--- src/rtl/funnel_unpacker.sv ---
// Bit-funnel unpacker: buffers an MSB-first byte stream in a 16-bit window and
// extracts 1..8-bit fields, zero- or sign-extended, with a one-cycle latency.
module funnel_unpacker (
    input  logic       clk,
    input  logic       rst,
    input  logic [7:0] in_data,
    input  logic       in_valid,
    output logic       in_ready,
    input  logic [3:0] req_len,
    input  logic       req_signed,
    input  logic       req_valid,
    output logic       req_ready,
    output logic [7:0] out_data,
    output logic       out_valid,
    input  logic       out_ready,
    output logic       err,
    input  logic       flush,
    output logic [4:0] level
);

    logic [15:0] r_buf;
    logic [4:0]  r_level;
    logic [7:0]  r_out_data;
    logic        r_out_valid;
    logic        r_err;

    logic        w_len_legal;
    logic        w_in_ready;
    logic        w_req_ready;
    logic        w_byte_acc;
    logic        w_req_acc;
    logic        w_take;
    logic [4:0]  w_shift;
    logic [4:0]  w_rem_level;
    logic [15:0] w_shifted;
    logic [15:0] w_insert;
    logic [3:0]  w_field_shift;
    logic [7:0]  w_field;
    logic [7:0]  w_fill;
    logic [7:0]  w_extracted;

    // NOTE: every always_comb output is assigned on every path, so no latches are inferred.
    always_comb begin
        w_len_legal   = (req_len != 4'd0) && (req_len <= 4'd8);
        w_in_ready    = (r_level <= 5'd8) && !flush;
        w_req_ready   = !flush && (!r_out_valid || out_ready) &&
                        (!w_len_legal || (r_level >= {1'b0, req_len}));
        w_byte_acc    = in_valid && w_in_ready;
        w_req_acc     = req_valid && w_req_ready;
        w_take        = w_req_acc && w_len_legal;
        w_shift       = w_take ? {1'b0, req_len} : 5'd0;
        w_rem_level   = r_level - w_shift;
        w_shifted     = r_buf << w_shift;
        // New byte lands directly below the bits that survive this cycle's consume.
        w_insert      = {in_data, 8'h00} >> w_rem_level;
        w_field_shift = 4'd8 - req_len;
        w_field       = r_buf[15:8] >> w_field_shift;
        w_fill        = (req_signed && r_buf[15]) ? (8'hFF << req_len) : 8'h00;
        w_extracted   = w_field | w_fill;
    end

    // NOTE: sequential state uses non-blocking assignments so every register samples pre-edge values.
    always_ff @(posedge clk or posedge rst) begin
        if (rst) begin
            r_buf       <= 16'h0000;
            r_level     <= 5'd0;
            r_out_data  <= 8'h00;
            r_out_valid <= 1'b0;
            r_err       <= 1'b0;
        end else begin
            r_err <= w_req_acc && !w_len_legal;

            if (flush) begin
                r_buf   <= 16'h0000;
                r_level <= 5'd0;
            end else begin
                r_buf   <= w_byte_acc ? (w_shifted | w_insert) : w_shifted;
                r_level <= w_rem_level + (w_byte_acc ? 5'd8 : 5'd0);
            end

            if (w_take) begin
                r_out_valid <= 1'b1;
                r_out_data  <= w_extracted;
            end else if (out_ready) begin
                r_out_valid <= 1'b0;
            end
        end
    end

    assign in_ready  = w_in_ready;
    assign req_ready = w_req_ready;
    assign out_data  = r_out_data;
    assign out_valid = r_out_valid;
    assign err       = r_err;
    assign level     = r_level;

endmodule

--- config.mk ---
export PLATFORM = sky130hd
export DESIGN_NAME = funnel_unpacker
export DESIGN_NICKNAME = d
export VERILOG_FILES = /design/src/rtl/funnel_unpacker.sv
export SDC_FILE = /design/constraint.sdc
export NUM_CORES = 1
export LEC_CHECK = 0
export CAP_MARGIN = 20
export CORE_MARGIN = 2
export CORE_UTILIZATION = 35
export DETAILED_ROUTE_END_ITERATION = 8
export HOLD_SLACK_MARGIN = 0.03
export SYNTH_ARGS = -nofsm -noshare
export SYNTH_HDL_FRONTEND = slang
export SYNTH_SLANG_ARGS = --single-unit
export TNS_END_PERCENT = 5
--- constraint.sdc ---
create_clock -name clk -period 4.8 [get_ports clk]
set_input_delay 0.96 -clock clk [delete_from_list [all_inputs] [get_ports clk]]
set_output_delay 0.96 -clock clk [all_outputs]
set_load 0.005 [all_outputs]
# Yosys cells after proc, flatten, opt, wreduce, memory -nomap -nowiden
# Cells that the tools add are included.
[totals]
register_bits = 31
latch_bits = 0
mem_bits_rw = 0
rom_bits = 0
n_memories = 0
[op_classes]
add_sub_neg = 3
mul = 0
div = 0
magnitude_cmp = 3
n_eq_ne = 0
n_shift = 4
muxes = 8
n_bitwise = 2
n_reduce_logical = 16
[op_table]
columns = ["operator", "n"]
rows = [
  ["$mux W16", 2],
  ["$or A16 B16 Y16", 1],
  ["$shl A16 B4 Y16", 1],
  ["$shr A16 B5 Y16", 1],
  ["$logic_and A1 B1 Y1", 9],
  ["$mux W4", 2],
  ["$mux W8", 1],
  ["$or A8 B8 Y8", 1],
  ["$shl A8 B4 Y8 const A", 1],
  ["$shr A8 B4 Y8", 1],
  ["$add A5 B4 Y5", 1],
  ["$ge A5 B4 Y1", 1],
  ["$le A5 B4 Y1 const B", 1],
  ["$mux W5", 1],
  ["$sub A5 B4 Y5", 1],
  ["$le A4 B4 Y1 const B", 1],
  ["$reduce_bool A4 Y1", 1],
  ["$sub A4 B4 Y4 const A", 1],
  ["$logic_not A1 Y1", 3],
  ["$logic_or A1 B1 Y1", 2],
  ["$mux W1", 2],
  ["$reduce_bool A2 Y1", 1],
]

# Logic depth before layout (Yosys ltp)
[logic_depth]
word_depth = 13
ltp_mapped = 20
mapped_depth_nobuf = 16

# Worst setup path before layout
# OpenSTA, ideal clock, no wires.
[synth_path]
path_type = "input to register"
startpoint = "in req_len[0]"
endpoint = "reg r_buf[5]"
setup_ns = 0.136
arrival_time_ns = 4.757
required_time_ns = 4.664
slack_ns = -0.093
stages = 19
n_path_buf = 4
cell_sequence = "buf_2 buf_1 inv_1 ha_1 nor2b_1 xnor2_2 or4b_4 nor2_4 inv_2 clkbuf_1 ha_1 nor2b_1 o21ai_0 nand2b_1 xnor2_1 inv_1 clkbuf_1 o311ai_0 a21oi_1"
[synth_between]
elab_chain_cells = 13
elab_cells_between_ends = 16
[synth_lines]
columns = ["element", "line_no", "source"]
rows = [
  ["start: declaration", "9", "input logic [3:0] req_len,"],
  ["$le A4 B4 Y1 or $reduce_bool A4 Y1 (tied branches)", "44", "w_len_legal = (req_len != 4'd0) && (req_len <= 4'd8);"],
  ["$logic_and A1 B1 Y1", "44", ""],
  ["$logic_not A1 Y1", "47", "(!w_len_legal || (r_level >= {1'b0, req_len}));"],
  ["$logic_or A1 B1 Y1", "47", ""],
  ["$logic_and A1 B1 Y1", "46", "w_req_ready = !flush && (!r_out_valid || out_ready) &&"],
  ["$logic_and A1 B1 Y1", "49", "w_req_acc = req_valid && w_req_ready;"],
  ["$logic_and A1 B1 Y1", "50", "w_take = w_req_acc && w_len_legal;"],
  ["$mux W4 (*)", "51", "w_shift = w_take ? {1'b0, req_len} : 5'd0;"],
  ["$sub A5 B4 Y5", "52", "w_rem_level = r_level - w_shift;"],
  ["$shr A16 B5 Y16", "55", "w_insert = {in_data, 8'h00} >> w_rem_level;"],
  ["$or A16 B16 Y16", "77", "r_buf <= w_byte_acc ? (w_shifted | w_insert) : w_shifted;"],
  ["$mux W16 (*)", "77", ""],
  ["$mux W16 (*)", "73", "if (flush) begin"],
  ["end signal: assignment", "77", ""],
  ["end: declaration", "21", "logic [15:0] r_buf;"],
]
# Every way passes the cells marked *; elsewhere a longest branch is shown, timed or not.
# A chain may end at the register's enable or synchronous reset.

# Worst setup path after layout
[layout_path]
startpoint = "in req_len[0]"
endpoint = "reg r_buf[9]"
# The elaborated chain is that of the path after synthesis.

==> qor.csv <==
metric;value;unit
cp-end-kind;flip-flop;
gp_congestion;0.877;
rr_worst_depth;12;
grtUsageTotal;18.6;%
cp_max_fo;16;
cts.sinks;31;
grt_pass1_wl;13.4;mm
p_per_area;346;nW/um^2
critPathMostFrequentCell;a21oi_1;
final_util;44.0;%
instances_no_fill;502;
finalInstanceArea;3620;sq um
cts_made_buffers;5;
dr_total_vias;2776;
cp_cell_sequence;clkdlybuf4s50_1 -> inv_1 -> ha_1 -> nor2b_1 -> xnor2_2 -> or4b_4 -> nor2_4 -> fa_1 -> a21oi_1 -> a21oi_1 -> nand2_1 -> o21ai_0 -> and3_1 -> a2111oi_2 -> nor3_1;
yosys_most_used_dff;dfrtp_1;
cts_tree;done;
final_max_slew_viol_count;0;
cp.required;4.97;ns
fin_tns_setup;0;ns
async_flop_share;100;%
path_clk_slew;0.07;ns
fmax;223;MHz
finalCritPeriodShare;93.6;%
place_inst;494;
start_util;36.1;%
skew;0.0108;ns
synth-edff-count;0;
cp_slowest_cell;fa_1;
relSlewSlack;54.7;%
gr-total-overflow;0;
dieArea;9240;sq um
die_h;96.1;um
cts_root_buf;clkbuf_8;
nFillCells;816;
grt_max_degree;22;
first_iter_violations;236;
num_antenna_cells;0;
wirelength;7.99;mm
placedInstanceArea;3520;sq um
port_buffers;35;
first_pass_iters;5;
drcViolationCount;0;
worstSetupStartpointType;input pin;
synth_cells;354;
crit_type;input pin to flip-flop;
holdPathStages;2;
ys_seq_elements;31;
multiInputGateArea;2010;sq um
nets;429;
maxCapViolCount;0;
slowest_delay;0.64;ns
netlist_area;2970;sq um
avgSynthCellArea;8.39;sq um
vdd.ir_drop.worst;0.191;mV
regArea;776;sq um
io_pins;36;
yosys_warnings;0;
post_cts_buffers;0;
antenna_found_initial;0;
layout-area-overhead-vs-synth;21.8;%
fp.coreArea;8220;sq um
worstSkewPairLatency;0.29;ns
hp-class;flip-flop to flip-flop;
rows;33;
setup_violations;0;
outcome;finished, final reports clean;
p_leak;1.52;nW
post-dp-hpwl;6.25;mm
finalHoldViolCount;0;
via_per_inst;5.53;
fin_crit;4.49;ns
htreeDepth;2;
synth_seq_area_share;26.1;%
ant_nets;0;
grt_pass1_vias;2665;
hold_ws;0.476;ns
yosys.cell_types.count;53;
post_drt_wl_per_cell;15.9;um
synth_fp_nets;387;
clockBufferDepth;2;
worstMarginPinSlew;0.679;ns
drive_gt1_share;14.6;%
rsz0062_at_grt;no;
critPathArrivalTime;4.66;ns
dieWidth;96.1;um
==> power breakdown <==
group | switching (W) | leakage (nW) | internal (W)
logic | 0.000331 | 1.04 | 0.000313
registers | 0.0000573 | 0.426 | 0.000313
clock network | 0.000105 | 0.0515 | 0.000131
==> registers in the layout, indices dropped and copies added (netlist names) <==
name / count
out_data: 8
level: 5
r_buf: 16
out_valid: 1
err: 1
==> layer usage <==
layer	global-route usage (%)	wire length, um	vias to the layer above
met5	0	0	-
met2	30.3	3890	78
li1	-	-	1368
met1	25.2	3600	1326
met3	3.92	440	4
met4	4.05	64	0
==> worst paths after layout <==
kind | from | to | slack, ns
max | req_len[0] | r_buf[9]$_DFF_PP0_ | 0.31
min | out_data[6]$_DFFE_PP0N_ | out_data[6]$_DFFE_PP0N_ | 0.48
max reg2reg | level[3]$_DFF_PP0_ | r_buf[10]$_DFF_PP0_ | 1.19
min reg2reg | out_data[6]$_DFFE_PP0N_ | out_data[6]$_DFFE_PP0N_ | 0.48
max in group asynchronous | rst | r_buf[7]$_DFF_PP0_ | 3.04
min in group asynchronous | rst | out_valid$_DFFE_PP0P_ | 1.06
==> logic make-up after synthesis <==
logic type	synth area share, %
buffers and inverters	6.70
multiplexers	19.4
adder cells (fa/ha/maj)	6.15
AO/OA/AOI/OAI	18.1
flip-flops	26.1
XOR/XNOR	2.32
AND/OR/NAND/NOR	21.2
==> cells in the final DEF (no fill, tap or decap), drive strengths merged, types with 3 or more instances in the layout <==
master and instances:
xnor2 6, clkdlybuf4s50 35, nand2 37, o21ai 25
a21oi 28, dfrtp 31, nor2 31, o22ai 4
ha 13, o32a 3, mux2i 38, a211oi 4
mux4 3, and3 6, nand3 9, buf 26
nor2b 5, inv 13, nor3 23, and2 3
nand2b 6, o31ai 4, nand4 3, mux2 7
a311oi 3, clkbuf 8
==> Yosys cell counts (4+ instances only) <==
cell | number | area (sq um)
a211oi_1 | 4 | 30.0
a21oi_1 | 27 | 135
and3_1 | 6 | 37.5
buf_2 | 8 | 40.0
clkbuf_1 | 9 | 33.8
dfrtp_1 | 31 | 776
ha_1 | 13 | 163
inv_1 | 11 | 41.3
mux2_2 | 7 | 78.8
mux2i_1 | 34 | 340
mux2i_4 | 4 | 90.1
nand2_1 | 37 | 139
nand2b_1 | 6 | 37.5
nand3_1 | 9 | 45.0
nor2_1 | 30 | 113
nor2b_1 | 5 | 31.3
nor3_1 | 23 | 115
o21ai_0 | 24 | 120
o22ai_1 | 4 | 25.0
o31ai_1 | 4 | 30.0
xnor2_1 | 5 | 43.8
==> stage by stage <==
step / power (W) / worst slack, ns
global placement: 0.00101 / 0.131
global route: 0.00134 / 0.0250
CTS: 0.00126 / 0.319
floorplan: 0.000775 / 0.0277
detailed placement: 0.00102 / 0.0120
finish: 0.00125 / 0.308
==> cell type report <==
type                            count  share of cell area [%]
Multi-Input combinational cell    283                    55.6
Sequential cell                    31                    21.4
Timing Repair Buffer               61                    15.1
Tap cell                          105                    3.63
Clock buffer                        8                    2.77
Inverter                           14                    1.49
==> worst max-delay path: cells and delay by family <==
family          cells  cell delay (ns)
compound gates      4             0.71
buf+inv             2             0.64
xor+xnor            1             0.23
fa+ha+maj           2             0.87
simple gates        6             1.26
==> what timing repair did <==
action	CTS	global route
hold buffers	0	0
resized for setup	0	1
setup endpoints to repair	0	1
Note: power is estimated with default switching activity, not from simulation.
